## src/rtl/rv_ctrl_pkg.sv

```systemverilog
// Shared types and select codes for the RV32I multicycle control unit.
// Imported by the main FSM and the ALU decoder.
package rv_ctrl_pkg;

  typedef enum logic [3:0] {
    S_FETCH    = 4'd0,
    S_DECODE   = 4'd1,
    S_MEMADR   = 4'd2,
    S_MEMREAD  = 4'd3,
    S_MEMWB    = 4'd4,
    S_MEMWRITE = 4'd5,
    S_EXECR    = 4'd6,
    S_EXECI    = 4'd7,
    S_ALUWB    = 4'd8,
    S_BEQ      = 4'd9,
    S_JAL      = 4'd10,
    S_TRAP     = 4'd11
  } state_t;

  typedef enum logic [1:0] {
    ALUOP_ADD   = 2'd0,
    ALUOP_SUB   = 2'd1,
    ALUOP_FUNCT = 2'd2
  } aluop_t;

  localparam logic [6:0] OP_LOAD  = 7'b0000011;
  localparam logic [6:0] OP_STORE = 7'b0100011;
  localparam logic [6:0] OP_R     = 7'b0110011;
  localparam logic [6:0] OP_I     = 7'b0010011;
  localparam logic [6:0] OP_JAL   = 7'b1101111;
  localparam logic [6:0] OP_BEQ   = 7'b1100011;

  localparam logic [1:0] SRCA_PC    = 2'b00;
  localparam logic [1:0] SRCA_OLDPC = 2'b01;
  localparam logic [1:0] SRCA_REG   = 2'b10;

  localparam logic [2:0] SRCB_REG    = 3'b000;
  localparam logic [2:0] SRCB_IMM    = 3'b010;
  localparam logic [2:0] SRCB_FOUR   = 3'b100;
  localparam logic [2:0] SRCB_TWELVE = 3'b110;
  localparam logic [2:0] SRCB_ALUOUT = 3'b111;

  localparam logic [1:0] RES_ALUOUT = 2'b00;
  localparam logic [1:0] RES_DATA   = 2'b01;
  localparam logic [1:0] RES_ALURES = 2'b10;

  localparam logic [1:0] IMM_I = 2'b00;
  localparam logic [1:0] IMM_S = 2'b01;
  localparam logic [1:0] IMM_B = 2'b10;
  localparam logic [1:0] IMM_J = 2'b11;

  localparam logic [2:0] ALU_ADD = 3'b000;
  localparam logic [2:0] ALU_SUB = 3'b001;
  localparam logic [2:0] ALU_AND = 3'b010;
  localparam logic [2:0] ALU_OR  = 3'b011;
  localparam logic [2:0] ALU_SLT = 3'b101;

endpackage

```

## src/rtl/rv_multicycle_ctrl_alu_decoder.sv

```systemverilog
// Maps the FSM's ALU-op request plus funct fields to an ALU control code.
// Flags funct3 values the datapath does not implement.
module rv_alu_decoder
  import rv_ctrl_pkg::*;
(
  input  aluop_t     alu_op_i,
  input  logic [2:0] funct3_i,
  input  logic       funct7b5_i,
  input  logic       rtype_i,
  output logic [2:0] alu_control_o,
  output logic       illegal_o
);

  always_comb begin
    alu_control_o = ALU_ADD;
    illegal_o     = 1'b0;
    case (alu_op_i)
      ALUOP_SUB: alu_control_o = ALU_SUB;
      ALUOP_FUNCT: begin
        case (funct3_i)
          3'b000: begin
            // Only R-type encodes sub; addi ignores instr[30]
            if (rtype_i && funct7b5_i)
              alu_control_o = ALU_SUB;
          end
          3'b010:  alu_control_o = ALU_SLT;
          3'b110:  alu_control_o = ALU_OR;
          3'b111:  alu_control_o = ALU_AND;
          default: illegal_o = 1'b1;
        endcase
      end
      default: alu_control_o = ALU_ADD;
    endcase
  end

endmodule

```

## src/rtl/rv_multicycle_ctrl.sv

```systemverilog
// Main control FSM for the RV32I multicycle datapath.
// Moore decode of state, with a memory-ready handshake and illegal-op trap.
module rv_multicycle_ctrl
  import rv_ctrl_pkg::*;
#(
  parameter state_t RESET_STATE = S_FETCH,
  parameter bit     TRAP_STICKY = 1'b1
) (
  input  logic       clk,
  input  logic       reset_n,
  input  logic [6:0] opcode,
  input  logic [2:0] funct3,
  input  logic       funct7b5,
  input  logic       zero,
  input  logic       mem_ready,
  output logic       pc_write,
  output logic       adr_src,
  output logic       mem_req,
  output logic       mem_write,
  output logic       ir_write,
  output logic       reg_write,
  output logic [1:0] result_src,
  output logic [1:0] alu_src_a,
  output logic [2:0] alu_src_b,
  output logic [1:0] imm_src,
  output logic [2:0] alu_control,
  output logic       illegal_instr,
  output logic [3:0] state_o
);

  state_t state_q, state_d;
  aluop_t alu_op;
  logic   rtype;
  logic   funct_bad;

  always_ff @(posedge clk) begin
    if (!reset_n) state_q <= RESET_STATE;
    else          state_q <= state_d;
  end

  always_comb begin
    alu_op = ALUOP_ADD;
    rtype  = 1'b0;
    case (state_q)
      S_EXECR: begin
        alu_op = ALUOP_FUNCT;
        rtype  = 1'b1;
      end
      S_EXECI: alu_op = ALUOP_FUNCT;
      S_BEQ:   alu_op = ALUOP_SUB;
      default: alu_op = ALUOP_ADD;
    endcase
  end

  rv_alu_decoder u_alu_dec (
    .alu_op_i      (alu_op),
    .funct3_i      (funct3),
    .funct7b5_i    (funct7b5),
    .rtype_i       (rtype),
    .alu_control_o (alu_control),
    .illegal_o     (funct_bad)
  );

  always_comb begin
    state_d       = S_FETCH;
    pc_write      = 1'b0;
    adr_src       = 1'b0;
    mem_req       = 1'b0;
    mem_write     = 1'b0;
    ir_write      = 1'b0;
    reg_write     = 1'b0;
    result_src    = RES_ALUOUT;
    alu_src_a     = SRCA_PC;
    alu_src_b     = SRCB_REG;
    imm_src       = IMM_I;
    illegal_instr = 1'b0;
    case (state_q)
      S_FETCH: begin
        mem_req    = 1'b1;
        alu_src_b  = SRCB_FOUR;
        result_src = RES_ALURES;
        // PC only advances together with a captured instruction
        ir_write   = mem_ready;
        pc_write   = mem_ready;
        state_d    = mem_ready ? S_DECODE : S_FETCH;
      end
      S_DECODE: begin
        alu_src_a = SRCA_OLDPC;
        alu_src_b = SRCB_IMM;
        imm_src   = IMM_B;
        case (opcode)
          OP_LOAD, OP_STORE: state_d = S_MEMADR;
          OP_R:              state_d = S_EXECR;
          OP_I:              state_d = S_EXECI;
          OP_JAL:            state_d = S_JAL;
          OP_BEQ:            state_d = S_BEQ;
          default:           state_d = S_TRAP;
        endcase
      end
      S_MEMADR: begin
        alu_src_a = SRCA_REG;
        alu_src_b = SRCB_IMM;
        imm_src   = (opcode == OP_STORE) ? IMM_S : IMM_I;
        state_d   = (opcode == OP_LOAD) ? S_MEMREAD : S_MEMWRITE;
      end
      S_MEMREAD: begin
        mem_req = 1'b1;
        adr_src = 1'b1;
        state_d = mem_ready ? S_MEMWB : S_MEMREAD;
      end
      S_MEMWB: begin
        result_src = RES_DATA;
        reg_write  = 1'b1;
      end
      S_MEMWRITE: begin
        mem_req   = 1'b1;
        adr_src   = 1'b1;
        mem_write = 1'b1;
        state_d   = mem_ready ? S_FETCH : S_MEMWRITE;
      end
      S_EXECR: begin
        alu_src_a = SRCA_REG;
        alu_src_b = SRCB_REG;
        state_d   = funct_bad ? S_TRAP : S_ALUWB;
      end
      S_EXECI: begin
        alu_src_a = SRCA_REG;
        alu_src_b = SRCB_IMM;
        imm_src   = IMM_I;
        state_d   = funct_bad ? S_TRAP : S_ALUWB;
      end
      S_ALUWB: begin
        result_src = RES_ALUOUT;
        reg_write  = 1'b1;
      end
      S_BEQ: begin
        alu_src_a  = SRCA_REG;
        alu_src_b  = SRCB_REG;
        result_src = RES_ALUOUT;
        pc_write   = zero;
      end
      S_JAL: begin
        // PC takes the target latched in DECODE while ALU forms OldPC+4
        alu_src_a  = SRCA_OLDPC;
        alu_src_b  = SRCB_FOUR;
        result_src = RES_ALUOUT;
        imm_src    = IMM_J;
        pc_write   = 1'b1;
        state_d    = S_ALUWB;
      end
      S_TRAP: begin
        illegal_instr = 1'b1;
        state_d       = TRAP_STICKY ? S_TRAP : S_FETCH;
      end
      default: state_d = S_FETCH;
    endcase
  end

  assign state_o = state_q;

endmodule

```

## config.mk

```make
export PLATFORM = sky130hd
export DESIGN_NAME = rv_multicycle_ctrl
export DESIGN_NICKNAME = d
export VERILOG_FILES = /design/src/rtl/rv_ctrl_pkg.sv /design/src/rtl/rv_multicycle_ctrl_alu_decoder.sv /design/src/rtl/rv_multicycle_ctrl.sv
export SDC_FILE = /design/constraint.sdc
export NUM_CORES = 1
export LEC_CHECK = 0
export ABC_CLOCK_PERIOD_IN_PS = 1900
export CAP_MARGIN = 0
export CORE_ASPECT_RATIO = 0.9
export CORE_MARGIN = 2
export CORE_UTILIZATION = 33
export DETAILED_ROUTE_END_ITERATION = 8
export PLACE_DENSITY = 0.75
export SLEW_MARGIN = 20
export SYNTH_ARGS = -nofsm -noshare
export SYNTH_HDL_FRONTEND = slang
export SYNTH_SLANG_ARGS = --single-unit
```

## constraint.sdc

```tcl
create_clock -name clk -period 1.9 [get_ports clk]
set_input_delay 0.285 -clock clk [delete_from_list [all_inputs] [get_ports clk]]
set_output_delay 0.285 -clock clk [all_outputs]
set_load 0.03 [all_outputs]
```

; ---- After elaboration in Yosys (flattened, before gate mapping)
; Cells that the tools add are included.
[totals]
elab_cells = 62
input_bits = 15
ff_bits = 4
out_inout_bits = 23
[classes]
n_eq_ne = 22
muxes = 26
n_reduce_logical = 13
[ops]
columns = operator, n
row1 = $pmux 4 s8, 1
row2 = $pmux 4 s5, 1
row3 = $eq 4x3->1 const B, 4
row4 = $eq 4x4->1 const B, 4
row5 = $eq 7x6->1 const B, 2
row6 = $eq 7x7->1 const B, 2
row7 = $mux 1, 12
row8 = $pmux 2 s2, 3
row9 = $pmux 3 s2, 2
row10 = $pmux 3 s4, 1
row11 = $reduce_or 2->1, 6
row12 = $mux 3, 3
row13 = $eq 4x2->1 const B, 2
row14 = $reduce_or 4->1, 2
row15 = $eq 7x2->1 const B, 1
row16 = $eq 7x5->1 const B, 1
row17 = $eq 3x3->1 const B, 2
row18 = $pmux 2 s3, 1
row19 = $reduce_or 3->1, 2
row20 = $eq 4x1->1 const B, 1
row21 = $logic_not 4->1, 1
row22 = $eq 3x2->1 const B, 1
row23 = $logic_not 3->1, 1
row24 = $pmux 1 s3, 1
row25 = other kinds (4), 4

; ---- Depth between registers and ports, before layout
; Gate-level depths: netlist of the first run.
[logic_depth]
word_depth = 7
ltp_mapped = 8
ltp_nobuf = 7

; ---- Hierarchy
; Synthesis of the first run repeated with hierarchy kept, for this count alone.
[hier_totals]
hier_cells = 105
area_unflattened_um2 = 705.7
[by_module_without_submodules]
columns = mod, cells_per_inst, instances, seq_area_each_um2, area_each_um2
row1 = rv_multicycle_ctrl, 90, 1, 80.1, 593.1
row2 = rv_alu_decoder, 15, 1, 0.0, 112.6

; ---- Least setup slack after synthesis of the first run
; No wires, ideal clock.
[synth_path]
kind = register to output
startpoint = reg state_q[1], in the netlist state_o[1]
endpoint = out alu_control[2]
slack_ns = -0.560
t_required_ns = 1.615
arrival_ns = 2.175
path_buffers = 2
stages_incl_launch_ff = 8
path_cell_list = dfxtp_1 -> clkbuf_1 -> clkbuf_1 -> nand2_1 -> inv_1 -> ha_1 -> nand2_1 -> nor3_1
[synth_between]
elab_chain_len = 5
elab_cells_between_ends = 8
cone_classes = 5 x eq/ne / 2 x mux / 1 x reduce/logical
[synth_rtl]
columns = item, line_no
row1 = start: declaration, rv_multicycle_ctrl.sv:31  ; state_t state_q, state_d;
row2 = start signal: assignment, rv_multicycle_ctrl.sv:38  ; else state_q <= state_d;
row3 = $eq 4x3->1, rv_multicycle_ctrl.sv:44  ; case (state_q)
row4 = $reduce_or 2->1 (no line), -
row5 = $pmux 2 s2 (*), rv_multicycle_ctrl.sv:44
row6 = $eq 2x2->1 / $eq 2x1->1 (equally long branches), rv_multicycle_ctrl_alu_decoder.sv:17  ; case (alu_op_i)
row7 = $pmux 3 s2 (*), rv_multicycle_ctrl_alu_decoder.sv:17
row8 = end: declaration, rv_multicycle_ctrl.sv:26  ; output logic [2:0] alu_control,
; Every way passes the cells marked *; elsewhere a longest branch is shown, timed or not.

; ---- Final worst setup path of the first run
[layout_path]
startpoint = reg state_q[0], in the netlist state_o[0]
endpoint = out alu_control[0]
[layout_between]
elab_chain_len = 6
elab_cells_between_ends = 12
cone_classes = 5 x eq/ne / 5 x mux / 2 x reduce/logical
[layout_rtl]
columns = item, line_no
row1 = $eq 4x3->1, rv_multicycle_ctrl.sv:44
row2 = $mux 1, rv_multicycle_ctrl.sv:44
row3 = $logic_and 1x1->1, rv_multicycle_ctrl_alu_decoder.sv:23  ; if (rtype_i && funct7b5_i)
row4 = $mux 1, rv_multicycle_ctrl_alu_decoder.sv:23
row5 = $pmux 3 s4, rv_multicycle_ctrl_alu_decoder.sv:20  ; case (funct3_i)
row6 = $pmux 3 s2 (*), rv_multicycle_ctrl_alu_decoder.sv:17
; Marked as above.

==> results.toml, run 1 <==
[worst_setup_path]
crit_arrival_ns = 1.75
critPathCaptureType = "output port"
worstPathMaxFanout = 2
criticalPathCategory = "flop to output port"
required_ns = 1.62
cp-start-kind = "flop"

[synth]
yosysTopAreaCell = "dfxtp_1"
synth_cells = 100
yosysWarnings = 0
syn_area_um2 = 647
synth_xor_area_share_pct = 2.71
synth_top_family_by_area = "simple AND/OR/NAND/NOR gates"
synth_compound_area_share_pct = 26.7
synthSimpleGateAreaFrac_pct = 45.5
synth_mux_area_share_pct = 0
ys_seq_area_share_pct = 12.4
synth-adder-area-share_pct = 3.87
yosysTopAreaCellShare_pct = 12.4
ys_ff_latch = 4
synth_area_leaders = "dfxtp_1, nor2_1, a31oi_1, nand2_1, a21oi_1"
synthesis.nets = 117
yosysUniqueCellTypes = 38
syn_avg_cell_area_um2 = 6.47

[floorplanning]
core.rowCount = 15
io_pins = 38
fp.dieW_um = 50.7
dieArea_um2 = 2330
core-area_um2 = 1880
floorplan.initialDensity_pct = 34.5
die_h_um = 46

[timing]
rsz0062_at_grt = "true"
fin_crit_sh_pct = 107
drv_slew = 0
period_needed_ns = 2.04
fmax_mhz = 490
setup_tns_ns = -0.264
fin_skew_ns = 0.00212
finalSetupViolCount = 3
hold_violations = 0
layout_setup_ws_ns = -0.139

[run]
maxCapViolations = 0

[power_and_ir_drop]
peakVddDrop_mv = 1.18
leakagePower_nw = 0.608
power_density_nw_per_um2 = 1320

[grt]
gr-total-overflow = 0
grt_pass1_vias = 841
grt_pass1_wl_um = 3660
gr-usage-all-layers_pct = 21.0
grt_max_degree = 22
antenna_found_initial = 0

[status]
status = "finished with violations"
failed_checks = "negative setup slack"

[finish]
regArea_um2 = 85.1
area_growth_pct = 108
fin_nets = 178
final_cell_area_um2 = 1350
multi_input_area_um2 = 646
diodes = 0
nFillCells = 156
largest_register_ff_count = 4
drive_gt1_share_pct = 45.3
finalNonFillerCells = 184
fin_util_pct = 71.8

[placed_design]
dp_slack_ns = -0.167
gp_congestion = 0.841
io_buffer_count = 36
dp.cells = 172
dpl-instance-area_um2 = 1200
post-dp-hpwl_um = 1630

[cts]
ctsHoldBuffers = 0
worstSkewPairLatency_ns = 0.24
htreeDepth = 1
ctsLongestPathBuffers = 2
clock_sinks = 4
cts_tree = "done"
cts_root_buf = "clkbuf_4"
path_clk_slew_ns = 0.04
numCtsBuffers = 3

[drt]
routed_via_density = 5.36
post-route-drc-count = 0
wl_per_cell_um = 12.6
postRouteAntennaNets = 0
drt_iter0_markers = 35
first_pass_iters = 4
drt-total-wl_um = 2330
vias = 987

[min_path]
min_path_type = "input pin to flop"
==> layout by cell type (no fill, tap or decap), types with 3 or more instances in the layout <==
| master | n |
|---|---|
| a21oi_1 | 4 |
| a31oi_1 | 3 |
| buf_4 | 35 |
| buf_6 | 6 |
| clkbuf_4 | 3 |
| clkdlybuf4s50_1 | 14 |
| dfxtp_2 | 4 |
| dlygate4sd2_1 | 8 |
| inv_1 | 5 |
| nand2_1 | 7 |
| nand2b_1 | 3 |
| nand3_1 | 4 |
| nor2_1 | 10 |
| nor2b_1 | 3 |
==> final cells by class <==
type / count / share of cell area [%]
Tap cell: 25 / 2.32
Sequential cell: 4 / 6.31
Clock buffer: 3 / 1.67
Multi-Input combinational cell: 83 / 47.9
Inverter: 6 / 1.67
Timing Repair Buffer: 63 / 40.1
==> power breakdown <==
group	switching [W]	leakage [nW]	internal, W	total [W]
combinational	0.000903	0.560	0.000632	0.00154
sequential	0.0000196	0.0344	0.000122	0.000142
clock	0.0000363	0.0138	0.0000707	0.000107
total	0.000959	0.608	0.000825	0.00178
==> worst max-delay path, cell delays in order (launching register included) <==
cell	delay [ns]
dfxtp_2	0.31
or2b_1	0.23
or3_4	0.35
ha_4	0.18
buf_6	0.12
a31oi_4	0.14
nor2_4	0.05
buf_6	0.13
==> logic make-up after synthesis <==
group           after synthesis
compound gates               25
xor+xnor                      2
fa+ha+maj                     2
buf+inv                      13
flops                         4
other cells                   1
simple gates                 53
==> layer usage <==
metal | wire (um) | share of wire, % | GRT usage (%)
met2 | 1200 | 52 | 37.6
met5 | 0 | 0 | 0
met3 | 122 | 5.2 | 2.63
met4 | 69 | 3.0 | 12.4
met1 | 930 | 40 | 24.5
==> repair_timing <==
action                     CTS  global route
setup endpoints to repair    8             7
gates resized for setup     23            15
buffers inserted             7             2
pin swaps                    5             1
==> synthesized netlist by cell type <==
cell,n
nor2_1,13
nor3_1,5
clkbuf_1,5
nand4_1,1
nand3b_1,1
o21ai_0,3
xnor2_1,1
or2_2,3
nand4b_1,1
nand3_1,4
nor4_2,1
o41ai_1,2
nor4b_1,1
a21o_1,1
nor2b_1,4
buf_4,1
ha_1,2
a31oi_1,5
buf_2,1
nand4bb_1,1
inv_1,6
or4b_4,1
xor2_1,1
o21bai_1,2
a21oi_1,5
dfxtp_1,4
conb_1,1
and2_1,1
or3_1,2
a41oi_1,1
or2b_1,1
o22a_1,2
and3_1,2
o211a_1,1
nand2b_1,3
o211ai_1,2
nand2_1,8
a41o_1,1
==> through the flow <==
| stage | power (W) | hold WS [ns] |
|---|---|---|
| finish | 0.00178 | 0.617 |
| global route | 0.00190 | 0.653 |
| CTS | 0.00175 | 0.616 |
| detailed placement | 0.00164 | 0.722 |
| global placement | 0.00162 | 0.723 |
| floorplan | 0.00113 | 0.439 |
==> worst paths after layout <==
kind | startpoint | cells past startpoint | endpoint | slack, ns
max | state_o[0]$_SDFF_PN0_ | 7 | alu_control[0] | -0.14
min reg2reg | state_o[1]$_SDFF_PN0_ | 3 | state_o[1]$_SDFF_PN0_ | 0.67
min | opcode[3] | 4 | state_o[1]$_SDFF_PN0_ | 0.62
max reg2reg | state_o[0]$_SDFF_PN0_ | 7 | state_o[0]$_SDFF_PN0_ | 0.16
No activity file was read; power rests on OpenSTA's default activity.
==> run 2, diff against run 1 <==
--- a/config.mk
+++ b/config.mk
@@ -5,13 +5,14 @@
 export SDC_FILE = /design/constraint.sdc
 export NUM_CORES = 1
 export LEC_CHECK = 0
-export ABC_CLOCK_PERIOD_IN_PS = 1900
+export ABC_AREA = 1
+export ABC_CLOCK_PERIOD_IN_PS = 1940
 export CAP_MARGIN = 0
 export CORE_ASPECT_RATIO = 0.9
 export CORE_MARGIN = 2
-export CORE_UTILIZATION = 33
+export CORE_UTILIZATION = 35
 export DETAILED_ROUTE_END_ITERATION = 8
-export PLACE_DENSITY = 0.75
+export PLACE_DENSITY = 0.79
 export SLEW_MARGIN = 20
 export SYNTH_ARGS = -nofsm -noshare
 export SYNTH_HDL_FRONTEND = slang
==> constraint.sdc (replaced) <==
create_clock -name clk -period 1.94 [get_ports clk]
set_input_delay 0.291 -clock clk [delete_from_list [all_inputs] [get_ports clk]]
set_output_delay 0.291 -clock clk [all_outputs]
set_load 0.03 [all_outputs]
==> run 2 against run 1 <==
Effect of this change: the run still ends with negative setup slack left; critical path type unchanged; combinational power fell by 33%; worst hold slack got worse by 0.0032 ns; sequential share of layout area rose by 0.57 points; critical endpoint is now alu_control[2]; sequential cell count did not move; die area fell by 15%; count of clock-buffer cells in the layout did not move.
==> results.toml, run 2 <==
[grt]
grt_pass1_vias = 813
grt_max_degree = 7
antenna_found_initial = 0
gr-total-overflow = 0
grt_pass1_wl_um = 3390
gr-usage-all-layers_pct = 23.0

[floorplanning]
dieArea_um2 = 1970
core-area_um2 = 1480
die_h_um = 42.3
fp.dieW_um = 46.6
floorplan.initialDensity_pct = 38.6
io_pins = 38
core.rowCount = 13

[synth]
yosysTopAreaCellShare_pct = 19.7
yosysTopAreaCell = "nand2_1"
synth-edff-count = 0
yosysMostFrequentCell = "nand2_1"
yosysWarnings = 0
synth_common_cells = "nand2_1, inv_1, nor2_1"
synth_area_leaders = "nand2_1, inv_1, dfxtp_1, nor2_1, nand3_1"
ys_ff_latch = 4
syn_area_um2 = 572
ys.flop_type = "dfxtp_1"
synthArstFlopShare_pct = 0
yosysUniqueCellTypes = 22
synth_cells = 110
ys_seq_area_share_pct = 14.0
synthesis.nets = 127
syn_avg_cell_area_um2 = 5.20

[timing]
fin_crit_sh_pct = 101
period_needed_ns = 1.95
setup_tns_ns = -0.0233
layout_setup_ws_ns = -0.0139
drv_slew = 0
rsz0062_at_grt = "true"
fmax_mhz = 512
fin_skew_ns = 0.00205
finalSetupViolCount = 2
hold_violations = 0

[power_and_ir_drop]
peakVddDrop_mv = 0.918
power_density_nw_per_um2 = 1000
leakagePower_nw = 0.645

[finish]
largest_register_ff_count = 4
final_cell_area_um2 = 1250
layout_common_cells = "nand2_1, buf_4, clkdlybuf4s50_1"
drive_gt1_share_pct = 35.9
area_growth_pct = 119
layout_commonest_cell = "nand2_1"
diodes = 0
fin_nets = 189

[worst_setup_path]
critPathCaptureType = "output port"
path_cells = "inv_4, nor2_4, inv_2, nor2_4, inv_2, ha_4, inv_2, buf_6, buf_6, nor4_4, buf_6"
cp_slowest_stage_delay_ns = 0.32
required_ns = 1.65
slowest_stage = "dfxtp_2"
crit_arrival_ns = 1.66
worstPathMaxFanout = 2
criticalPathCategory = "flop to output port"
cp-start-kind = "flop"

[drt]
drt-total-wl_um = 2180
postRouteAntennaNets = 0
post-route-drc-count = 0
routed_via_density = 4.69
vias = 901
drt_iter0_markers = 26
wl_per_cell_um = 11.3
first_pass_iters = 4

[cts]
path_clk_slew_ns = 0.04
worstSkewPairLatency_ns = 0.23
cts_root_buf = "clkbuf_4"
numCtsBuffers = 3
cts_tree = "done"
ctsLongestPathBuffers = 2
clock_sinks = 4
htreeDepth = 1

[placed_design]
dpl-instance-area_um2 = 1070
dp_slack_ns = 0.00705
gp_congestion = 0.880
io_buffer_count = 36
post-dp-hpwl_um = 1620

[status]
failed_checks = "negative setup slack"
status = "finished with violations"

[run]
maxCapViolations = 0

[min_path]
min_path_type = "input pin to flop"
[run 2: timing repair]
item / in CTS / in global routing
gates resized for setup: 21 / 22
hold buffers: 0 / 0
pin swaps: 5 / 6
endpoints found under the setup margin: 10 / 5
buffers inserted: 7 / 1
[run 2: power breakdown]
group | total (W) | switching [W] | leakage, nW | internal, W
sequential | 0.000133 | 0.0000238 | 0.0344 | 0.000109
clock | 0.0000998 | 0.0000308 | 0.0138 | 0.0000690
combinational | 0.00103 | 0.000620 | 0.597 | 0.000407
[run 2: worst paths after layout]
check / startpoint / to / slack, ns / cells after the start
worst max-delay path: state_o[3]$_SDFF_PN0_ / alu_control[2] / -0.01 / 11
worst min-delay path: reset_n / state_o[2]$_SDFF_PN0_ / 0.61 / 3
worst max register to register: state_o[3]$_SDFF_PN0_ / state_o[0]$_SDFF_PN0_ / 0.37 / 13
worst min register to register: state_o[0]$_SDFF_PN0_ / state_o[0]$_SDFF_PN0_ / 0.77 / 5
[run 2: worst max-delay path, delay by kind of cell, from the launching register on]
| family | cells | cell delay (ns) |
|---|---|---|
| flops | 1 | 0.32 |
| fa+ha+maj | 1 | 0.14 |
| simple gates | 3 | 0.32 |
| buf+inv | 7 | 0.64 |
[run 2: metal layers]
layer	wire length (um)	track usage, %
met1	891	28.3
met4	14	5.14
met2	1130	40.0
met3	139	4.31
met5	0	0
[run 2: layout make-up]
cell class | count | area, um2
repair buffers | 58 | 520
multi-input cells | 82 | 509
fillers | 96 | 225
flip-flops and latches | 4 | 86.3
inverters | 23 | 88.8
clock buffers | 3 | 22.5
well taps | 22 | 27.5
[run 2: logic make-up after synthesis]
| logic type | after synthesis | share of synthesized area (%) |
|---|---|---|
| AO/OA/AOI/OAI | 10 | 10.7 |
| adder cells (fa/ha/maj) | 2 | 4.38 |
| buffers and inverters | 24 | 16.4 |
| flip-flops | 4 | 14.0 |
| other | 1 | 0.656 |
| AND/OR/NAND/NOR | 69 | 53.8 |
[run 2: stage by stage]
step | cells | hold slack [ns] | util (%) | total power (W)
finish | 192 | 0.613 | 84.8 | 0.00126
global route | 192 | 0.638 | 84.8 | 0.00134
CTS | 191 | 0.605 | 78.4 | 0.00121
detailed placement | 181 | 0.729 | 72.0 | 0.00111
global placement | 181 | 0.720 | 72.0 | 0.00110
floorplan | 110 | 0.389 | - | 0.000693
==> run 3, diff against run 2 <==
--- a/config.mk
+++ b/config.mk
@@ -12,8 +12,9 @@
 export CORE_MARGIN = 2
 export CORE_UTILIZATION = 35
 export DETAILED_ROUTE_END_ITERATION = 8
-export PLACE_DENSITY = 0.79
+export PLACE_DENSITY = 0.76
 export SLEW_MARGIN = 20
 export SYNTH_ARGS = -nofsm -noshare
 export SYNTH_HDL_FRONTEND = slang
+export SYNTH_HIERARCHICAL = 1
 export SYNTH_SLANG_ARGS = --single-unit
==> run 3 against run 2 <==
Effect of this change: the run now ends clean; first-iteration DRC count is 46% lower; critical path depth decreased by 1; final cell count down 3.6%; register-to-register slack lost 0.03 ns; total power hardly changed; die area grew 8.7%; global-route usage down 3.5 points; count of clock-buffer cells in the layout up 1; synthesized cell count grew 3.6%; highest routed layer is now met3.
==> results.toml, run 3 <==
[finish]
area_growth_pct = 83.6
drive_gt1_share_pct = 32.9
largest_register_ff_count = 4
final_cell_area_um2 = 1150
diodes = 0
layout_commonest_cell = "nand2_1"
layout_common_cells = "nand2_1, clkdlybuf4s50_1, inv_1"
fin_nets = 179

[grt]
grt_pass1_wl_um = 3260
grt_pass1_vias = 800
antenna_found_initial = 0
gr-usage-all-layers_pct = 19.6
gr-total-overflow = 0
grt_max_degree = 8

[drt]
post-route-drc-count = 0
routed_via_density = 4.66
first_pass_iters = 4
wl_per_cell_um = 11.0
postRouteAntennaNets = 0
drt-total-wl_um = 2040
drt_iter0_markers = 14
vias = 863

[floorplanning]
dieArea_um2 = 2150
core-area_um2 = 1680
fp.dieW_um = 48.6
core.rowCount = 14
floorplan.initialDensity_pct = 37.3
io_pins = 38
die_h_um = 44.2

[cts]
numCtsBuffers = 3
worstSkewPairLatency_ns = 0.24
ctsLongestPathBuffers = 2
path_clk_slew_ns = 0.04
ctsHoldBuffers = 0
cts_root_buf = "clkbuf_4"
cts_tree = "done"
clock_sinks = 4
htreeDepth = 1

[synth]
synth-edff-count = 0
synth_common_cells = "nand2_1, inv_1, nor2_1"
synth_area_leaders = "nand2_1, dfxtp_1, inv_1, nor2_1, nor2_4"
synthArstFlopShare_pct = 0
yosysWarnings = 6
syn_avg_cell_area_um2 = 5.50
syn_area_um2 = 627
synthesis.nets = 131
synth_cells = 114
yosysUniqueCellTypes = 21
ys_seq_area_share_pct = 12.8
yosysTopAreaCell = "nand2_1"
ys_ff_latch = 4
yosysTopAreaCellShare_pct = 16.8
yosysMostFrequentCell = "nand2_1"
ys.flop_type = "dfxtp_1"

[timing]
fin_crit_sh_pct = 98.7
drv_slew = 0
setup_tns_ns = 0
layout_setup_ws_ns = 0.0253
fin_skew_ns = 0.0123
finalSetupViolCount = 0
period_needed_ns = 1.91
fmax_mhz = 522
whs_ns = 0.611
hold_violations = 0
rsz0062_at_grt = "true"

[worst_setup_path]
r2r_slack_ns = 0.34
critPathCaptureType = "output port"
criticalPathCategory = "flop to output port"
reg2reg_from = "state_o[3]$_SDFF_PN0_"
cp-start-kind = "flop"
reg2regPathDepth = 14
required_ns = 1.65
crit_arrival_ns = 1.62
worstPathMaxFanout = 4
r2r-end = "state_o[0]$_SDFF_PN0_"

[power_and_ir_drop]
peakVddDrop_mv = 0.763
power_density_nw_per_um2 = 1090
total_power_w = 0.00126
leakagePower_nw = 0.588

[min_path]
min_to = "state_o[2]$_SDFF_PN0_"
holdPathStages = 3
min_path_type = "input pin to flop"
hold_start = "reset_n"

[placed_design]
io_buffer_count = 36
gp_congestion = 0.873
dpl-instance-area_um2 = 1050
dp_slack_ns = 0.0106
post-dp-hpwl_um = 1640

[run]
maxCapViolations = 0

[status]
status = "completed"
run 3: cell types whose count changed after synthesis, sizes merged, moves of 2 or more:
cell   change
nor2       +5
o21ai      -2
nand3      -2
nand4      +3
run 3: through the flow:
stage / std cells / util [%]
final: 185 / 68.5
after global routing: 185 / 68.5
after CTS: 183 / 66.3
after detailed placement: 178 / 62.6
after global placement: 178 / 62.6
after floorplan: 114 / -
run 3: metal layers:
metal  global-route usage, %  part of all wire (%)
met5                       0                     0
met4                    1.71                     0
met3                    5.74                   6.9
met2                    39.2                    53
met1                    21.4                    40
run 3: final cells by class:
type	instances	area [um2]
clock buffers	4	26.3
inverters	24	92.6
fillers	157	531
repair buffers	45	408
flip-flops and latches	4	87.6
well taps	24	30.0
multi-input cells	84	507
run 3: cells by family (layout without fill, tap and decap cells):
| logic type | count (synthesis) | in the layout | synth area share (%) |
|---|---|---|---|
| AOI/OAI and AO/OA | 7 | 7 | 7.38 |
| adders and majority gates | 2 | 2 | 3.99 |
| buffers and inverters | 26 | 73 | 16.8 |
| DFF | 4 | 4 | 12.8 |
| other | 1 | 1 | 0.598 |
| and+or+nand+nor | 74 | 74 | 58.5 |
run 3: what timing repair did:
item                       in CTS  in global routing
hold endpoints to repair        0                  0
setup endpoints to repair      14                  5
resized for setup              24                  7
buffers inserted                1                  2
pin swaps                       5                  6
run 3: worst max-delay path: stages, from the launching register on:
cell     delay [ns]
dfxtp_4        0.36
inv_4          0.05
nor2_4         0.09
inv_2          0.06
nor2_4         0.10
inv_2          0.05
ha_4           0.22
nor2_4         0.15
nand2_4        0.08
nor2_4         0.08
buf_6          0.13
run 3: worst max-delay path by stage:
stage / start / slack [ns] / cells past startpoint / end
after floorplan: state_o[2]$_SDFF_PN0_ / 0.008 / 6 / alu_control[2]
after global placement: state_o[3]$_SDFF_PN0_ / 0.05 / 6 / alu_src_b[1]
after detailed placement: state_o[3]$_SDFF_PN0_ / 0.01 / 6 / alu_src_b[1]
after CTS: state_o[3]$_SDFF_PN0_ / 0.003 / 10 / alu_control[2]
after global routing: state_o[3]$_SDFF_PN0_ / -0.07 / 10 / alu_control[2]
final: state_o[3]$_SDFF_PN0_ / 0.03 / 10 / alu_control[2]
run 3: report_power, final:
group          internal [W]  switching [W]  leakage, nW  total (W)
Combinational      0.000355       0.000633        0.538   0.000989
Sequential         0.000113      0.0000428       0.0347   0.000156
Clock             0.0000773      0.0000368       0.0150   0.000114
